<file path="src/rtl/dffram_fifo_ctrl.sv">
// Streaming FIFO controller for a 256x16 2R1W latch DFFRAM: port 0 writes, port 1 reads,
// and a 2-entry output buffer absorbs the one-cycle RAM read latency.
module dffram_fifo_ctrl #(
  parameter int AW    = 8,
  parameter int DEPTH = 256,
  parameter int DW    = 16
) (
  input  logic              CLK,
  input  logic              RST,
  input  logic              s_valid,
  output logic              s_ready,
  input  logic [DW-1:0]     s_data,
  output logic              m_valid,
  input  logic              m_ready,
  output logic [DW-1:0]     m_data,
  output logic [AW:0]       count,
  output logic [DW/8-1:0]   ram_we0,
  output logic              ram_en0,
  output logic [AW-1:0]     ram_a0,
  output logic [DW-1:0]     ram_di0,
  output logic              ram_en1,
  output logic [AW-1:0]     ram_a1,
  input  logic [DW-1:0]     ram_do1
);

  localparam logic [AW:0] DEPTH_C = (AW+1)'(DEPTH);

  logic [AW-1:0] wptr, rptr;
  logic [AW:0]   ram_cnt, ram_cnt_n;
  logic          inflight;
  logic [1:0]    obuf_cnt, obuf_cnt_n;
  logic [DW-1:0] head, tail;
  logic          push, pop, issue;
  logic [2:0]    pend;

  // s_ready looks only at registered occupancy; a slot freed by a same-cycle read shows up next cycle
  assign s_ready = !RST && (ram_cnt < DEPTH_C);
  assign push    = s_valid && s_ready;
  assign m_valid = (obuf_cnt != 2'd0);
  assign m_data  = head;
  assign pop     = m_valid && m_ready;

  assign pend  = 3'(obuf_cnt) + 3'(inflight) - 3'(pop);
  assign issue = (ram_cnt != '0) && (pend < 3'd2);

  assign ram_en0 = push;
  assign ram_we0 = {(DW/8){push}};
  assign ram_a0  = wptr;
  assign ram_di0 = s_data;
  assign ram_en1 = issue;
  assign ram_a1  = rptr;

  always_comb begin
    ram_cnt_n = ram_cnt + (AW+1)'(push) - (AW+1)'(issue);
    obuf_cnt_n = obuf_cnt;
    case ({inflight, pop})
      2'b10:   obuf_cnt_n = obuf_cnt + 2'd1;
      2'b01:   obuf_cnt_n = obuf_cnt - 2'd1;
      default: obuf_cnt_n = obuf_cnt;
    endcase
  end

  always_ff @(posedge CLK or posedge RST) begin
    if (RST) begin
      wptr     <= '0;
      rptr     <= '0;
      ram_cnt  <= '0;
      inflight <= 1'b0;
      obuf_cnt <= '0;
      count    <= '0;
    end else begin
      if (push)  wptr <= wptr + AW'(1);
      if (issue) rptr <= rptr + AW'(1);
      ram_cnt  <= ram_cnt_n;
      inflight <= issue;
      obuf_cnt <= obuf_cnt_n;
      count    <= ram_cnt_n + (AW+1)'(issue) + (AW+1)'(obuf_cnt_n);
    end
  end

  // Output buffer: capture from ram_do1 lands behind whatever survives this cycle's pop
  always_ff @(posedge CLK or posedge RST) begin
    if (RST) begin
      head <= '0;
      tail <= '0;
    end else if (inflight && pop) begin
      if (obuf_cnt == 2'd2) begin
        head <= tail;
        tail <= ram_do1;
      end else begin
        head <= ram_do1;
      end
    end else if (inflight) begin
      if (obuf_cnt == 2'd0) head <= ram_do1;
      else                  tail <= ram_do1;
    end else if (pop) begin
      head <= tail;
    end
  end

endmodule

</file>
<file path="config.mk">
export PLATFORM = sky130hd
export DESIGN_NAME = dffram_fifo_ctrl
export DESIGN_NICKNAME = d
export VERILOG_FILES = /design/src/rtl/dffram_fifo_ctrl.sv
export SDC_FILE = /design/constraint.sdc
export NUM_CORES = 1
export LEC_CHECK = 0
export ABC_CLOCK_PERIOD_IN_PS = 5550
export CORE_ASPECT_RATIO = 1.2
export CORE_MARGIN = 5
export CORE_UTILIZATION = 30
export CTS_CLUSTER_DIAMETER = 100
export DETAILED_ROUTE_END_ITERATION = 12
export PLACE_DENSITY_LB_ADDON = 0.08
export RECOVER_POWER = 25
export SYNTH_ARGS = -nofsm -noshare
export SYNTH_HDL_FRONTEND = slang
export SYNTH_SLANG_ARGS = --single-unit
</file>
<file path="constraint.sdc">
create_clock -name CLK -period 5.55 [get_ports CLK]
set_clock_uncertainty 0.15 [all_clocks]
set_input_delay 0.555 -clock CLK [delete_from_list [all_inputs] [get_ports CLK]]
set_output_delay 0.555 -clock CLK [all_outputs]
set_load 0.03 [all_outputs]
</file>
==> impl_metrics.tcl, run 1 <==
set metrics [dict create \
    status "finished clean" \
    ys_warn_count 0 \
    max_cap_viol_count 0 \
    relSlewSlack_pct 14.92 \
    finalHoldViolCount 0 \
    tns_ns 0 \
    synth_cell_types 38 \
    die_w_um 107.9 \
    diodes 0 \
    slew_violations 0 \
    drc_errors 0 \
    num_rows 43 \
    grtUsageTotal_pct 10.80 \
    postCtsSetupBuffers 0 \
    via_count 2203 \
    synthTopCellsByCount "dfrtp_1, nand2_1, inv_1, mux2i_1, xnor2_1" \
    synthArstFlopShare_pct 100.0 \
    worstRegToRegCells 17 \
    die-area_um2 13750 \
    ant_nets 0 \
    wire_per_inst_um 13.51 \
    clockBufferDepth 2 \
    place_congestion 0.7098 \
    synth_top_area_share_pct 50.07 \
    routed_via_density 4.311 \
    dp_hpwl_mm 5.048 \
    grt_setup_unrepaired "false" \
    htree_levels 3 \
    seq_area_um2 1727 \
    cts_tree "done" \
    grt_overflow_total 0 \
    final-setup-viol-count 0 \
    startpoint_type "primary input" \
    hold_depth 1 \
    path_class "primary input to register" \
    port_buffers 66 \
    synthCells 295 \
    fin_crit_ns 4.489 \
    ys_seq_area_share_pct 50.07 \
    avgSynthCellArea_um2 11.69 \
    syn_area_um2 3448 \
    die_y_um 127.4 \
    worstMarginPinSlew_ns 1.275 \
    grt_pass1_vias 2281 \
    wl_mm 6.906 \
    syn2layout_area_growth_pct 31.68 \
    boundaryPins 99 \
    ys.flop_type "dfrtp_1" \
    grt_pass1_wl_mm 11.51 \
    antenna_found_initial 0 \
    nFillCells 1149 \
    worst_setup_path_end_kind "register" \
    hp-start "ram_a0[7]$_DFFE_PP0P_" \
    cp_max_fo 5 \
    numCtsBuffers 9 \
    multiInputGateArea_um2 1479 \
    synth_seq_cells 69 \
    fin_crit_sh_pct 80.88 \
    coreArea_um2 11410 \
    postCtsResizedCells 0 \
    clockRootBuffer "clkbuf_16" \
    crit_start "m_ready" \
    syn-num-nets 350 \
    cp.required_ns 5.60 \
    synth_area_leaders "dfrtp_1, mux2_2, mux2i_1" \
    rr_startpoint "obuf_cnt[1]$_DFF_PP0_" \
    fin_nets 404 \
    initial_utilization_pct 30.23 \
    synth_top_cell_by_area "dfrtp_1" \
    clk_pin_slew_ns 0.06 \
    max_freq_mhz 222.8 \
    cts_sinks 69 \
    drive_gt1_share_pct 14.12 \
    hp-class "register to register" \
    hold_buffers 0 \
    yosysMostFrequentCell "dfrtp_1" \
    clock_latency_ns 0.33 \
    initialDrtViolationCount 41 \
    dr.pass1.iters 4 \
    grt_max_degree 39 \
    synth_edf_count 0 \
    worstPathArrival_ns 4.54 \
]
==> worst max-delay path, stage by stage <==
cell and delay (ns):
dlygate4sd3_1 0.62, nand2_1 0.11, nor2_1 0.19, a21oi_1 0.09
nand2b_1 0.17, fa_1 0.39, xnor2_1 0.14, o311a_1 0.14
ha_1 0.28, inv_1 0.04, ha_1 0.20, fa_1 0.53
inv_1 0.06, fa_1 0.39, nor2_1 0.15, and4_1 0.26
nand3_2 0.09, xnor2_1 0.13
==> sequential cells by signal, summed over array words and instances (netlist names) <==
register and flops:
ram_a1 8, inflight 1, count 9, ram_cnt 9, m_data 16, ram_a0 8
obuf_cnt 2, tail 16
==> layer usage <==
metal	global-route usage, %	share of wire (%)	vias to the layer above
li1	-	-	1088
met1	13.13	44	1055
met2	17.53	49	48
met3	2.830	4.8	12
met4	5.572	1.9	0
met5	0	0	-
==> final timing paths <==
| check | to | slack, ns |
|---|---|---|
| hold reg to reg | ram_a0[7]$_DFFE_PP0P_ | 0.32 |
| max in group asynchronous | m_data[15]$_DFFE_PP0P_ | 3.20 |
| setup / recovery | count[8]$_DFF_PP0_ | 1.06 |
| hold / removal | ram_a0[7]$_DFFE_PP0P_ | 0.32 |
| min in group asynchronous | ram_cnt[7]$_DFF_PP0_ | 0.90 |
| setup reg to reg | count[8]$_DFF_PP0_ | 1.42 |
==> layout by cell type, fill, tap and decap left out, types with 3 or more instances in the layout <==
cell type        count
ha_1                15
inv_1               19
and4_1               4
and3_1               3
o21ai_0             12
dfrtp_1             69
nand3_1              8
a21oi_1              7
fa_1                 4
xor2_1               9
nor2_1               9
buf_4                4
clkdlybuf4s50_1     64
clkbuf_16            9
mux2i_1             18
xnor2_1             19
bufinv_16            4
nand2_1             24
o21ai_1              6
mux2_2              18
==> cells by family after synthesis <==
logic type               after synthesis  share of synthesized area, %
adder cells (fa/ha/maj)               19                         7.765
AND/OR/NAND/NOR                       58                         8.273
multiplexers                          37                         11.39
XOR/XNOR                              30                         8.055
flip-flops                            69                         50.07
AO/OA/AOI/OAI                         35                         7.293
buffers and inverters                 47                         7.148
==> cell type report <==
class | count | share of cell area [%]
well taps | 157 | 4.326
flip-flops and latches | 69 | 38.03
clock inverters | 6 | 2.948
clock buffers | 10 | 5.263
inverters | 20 | 1.653
multi-input cells | 179 | 32.57
repair buffers | 70 | 15.21
==> stage by stage <==
stage	util [%]	instances	setup WS, ns	hold slack [ns]	cell area, um^2
after global routing	39.81	511	0.8384	0.3423	4541
final	39.81	511	1.061	0.3211	4541
after CTS	39.81	511	1.121	0.3296	4541
after global placement	36.54	495	0.8400	0.3153	4168
after floorplan	-	295	1.051	0.3292	3448
after detailed placement	36.54	495	0.7927	0.3193	4168
Power of run 1 is left out: the tool's default activity adds up to more than one toggle a clock period on the data nets, which glitch-free logic cannot reach.
==> run 2: changes to the inputs <==
Settings changed: ABC_CLOCK_PERIOD_IN_PS 5550 to 4700.
Clock period 5.55 ns to 4.7 ns, I/O delays scaled along.
==> impl_metrics.tcl, run 2 (same netlist as run 1, synthesis figures left out) <==
set metrics [dict create \
    diodes 0 \
    startpoint_type "primary input" \
    worst_setup_path_end_kind "register" \
    htree_levels 3 \
    cp_max_fo 4 \
    cts_sinks 69 \
    max_cap_viol_count 1 \
    ff2ff_setup_slack_ns 0.64 \
    grtUsageTotal_pct 11.12 \
    num_rows 43 \
    wire_per_inst_um 13.68 \
    drc_errors 0 \
    place_congestion 0.7630 \
    die_y_um 127.4 \
    dp_hpwl_mm 5.129 \
    hp-class "register to register" \
    status "complete, but fails checks" \
    cp.required_ns 4.75 \
    dr.pass1.iters 4 \
    hold_buffers 0 \
    fin_crit_sh_pct 90.99 \
    clockRootBuffer "clkbuf_16" \
    worstPathArrival_ns 4.33 \
    holdPathEnd "ram_a0[7]$_DFFE_PP0P_" \
    tns_ns 0 \
    numCtsBuffers 9 \
    drive_gt1_share_pct 14.29 \
    die-area_um2 13750 \
    hp-start "ram_a0[7]$_DFFE_PP0P_" \
    ant_nets 0 \
    finalHoldViolCount 0 \
    grt_pass1_vias 2316 \
    initialDrtViolationCount 56 \
    path_class "primary input to register" \
    syn2layout_area_growth_pct 30.04 \
    clk_pin_slew_ns 0.05 \
    worstReg2RegEnd "count[8]$_DFF_PP0_" \
    final_common_cell "dfrtp_1" \
    final-setup-viol-count 0 \
    worstRegToRegCells 17 \
    fin_nets 407 \
    boundaryPins 99 \
    grt_overflow_total 0 \
    cts_tree "done" \
    grt_pass1_wl_mm 11.76 \
    clock_latency_ns 0.32 \
    postCtsResizedCells 0 \
    fin_crit_ns 4.276 \
    layout.cells.most_common_list "dfrtp_1, clkdlybuf4s50_1, nand2_1" \
    wl_mm 7.031 \
    clockBufferDepth 2 \
    port_buffers 66 \
    slew_violations 41 \
    coreArea_um2 11410 \
    postCtsSetupBuffers 0 \
    die_w_um 107.9 \
    antenna_found_initial 0 \
    grt_setup_unrepaired "false" \
    nFillCells 1176 \
    via_count 2243 \
    hold_depth 1 \
    worstMarginPinSlew_ns 1.595 \
    violations "capacitance limit, slew limit" \
    initial_utilization_pct 30.23 \
    max_freq_mhz 233.8 \
    relSlewSlack_pct -6.477 \
    grt_max_degree 41 \
    rr_startpoint "obuf_cnt[1]$_DFF_PP0_" \
    routed_via_density 4.364 \
]
-- run 2: metrics by stage --
| step | std cells | instance area (um^2) | util (%) | worst slack, ns | hold WS [ns] |
|---|---|---|---|---|---|
| 2_1_floorplan | 295 | 3448 | - | 0.2855 | 0.3292 |
| 3_3_place_gp | 498 | 4190 | 36.74 | 0.2344 | 0.3137 |
| 3_5_place_dp | 498 | 4190 | 36.74 | 0.1663 | 0.3193 |
| 4_1_cts | 514 | 4484 | 39.32 | 0.5010 | 0.3294 |
| 5_1_grt | 514 | 4484 | 39.32 | 0.2271 | 0.3532 |
| 6_report | 514 | 4484 | 39.32 | 0.4235 | 0.3226 |
-- run 2: metal layers --
layer  vias up  wire, um  track usage (%)
li1       1090         -                -
met1      1090      3087            12.96
met2        48      3482            18.45
met3        15       301            3.487
met4         0       159            5.423
met5         -         0                0
-- run 2: worst max path at each step --
| stage | to | start | cells after the start |
|---|---|---|---|
| 3_5_place_dp | count[8]$_DFF_PP0_ | m_ready | 18 |
| 5_1_grt | count[8]$_DFF_PP0_ | m_ready | 18 |
| 3_3_place_gp | count[8]$_DFF_PP0_ | m_ready | 18 |
| 2_1_floorplan | count[8]$_DFF_PP0_ | obuf_cnt[1]$_DFF_PP0_ | 18 |
| 6_report | count[8]$_DFF_PP0_ | m_ready | 18 |
| 4_1_cts | count[8]$_DFF_PP0_ | m_ready | 18 |
-- run 2: worst max-delay path, stage by stage --
cell	delay, ns
dlygate4sd3_1	0.55
buf_4	0.15
inv_1	0.08
a21oi_1	0.09
nand2b_1	0.17
fa_1	0.38
xnor2_1	0.14
o311a_1	0.14
ha_1	0.28
inv_1	0.04
ha_1	0.20
fa_1	0.53
inv_1	0.06
fa_1	0.39
nor2_1	0.16
and4_1	0.26
nand3_2	0.09
xnor2_1	0.13
-- run 2: final cells by class --
| type | instances | area [um^2] | share of cell area [%] |
|---|---|---|---|
| flip-flops and latches | 69 | 1727 | 38.50 |
| multi-input cells | 179 | 1479 | 32.98 |
| clock inverters | 4 | 47.55 | 1.060 |
| clock buffers | 12 | 246.5 | 5.497 |
| inverters | 20 | 75.07 | 1.674 |
| repair buffers | 73 | 713.2 | 15.90 |
| well taps | 157 | 196.4 | 4.381 |
Power of run 2 is left out for the same reason.
==> run 3: changes to the inputs <==
Settings changed: HOLD_SLACK_MARGIN set to 0.02, SLEW_MARGIN set to 10.
==> results of run 3 <==
Final layout, timing and power as in run 2 (identical DEF).
Power of run 3 is left out for the same reason.
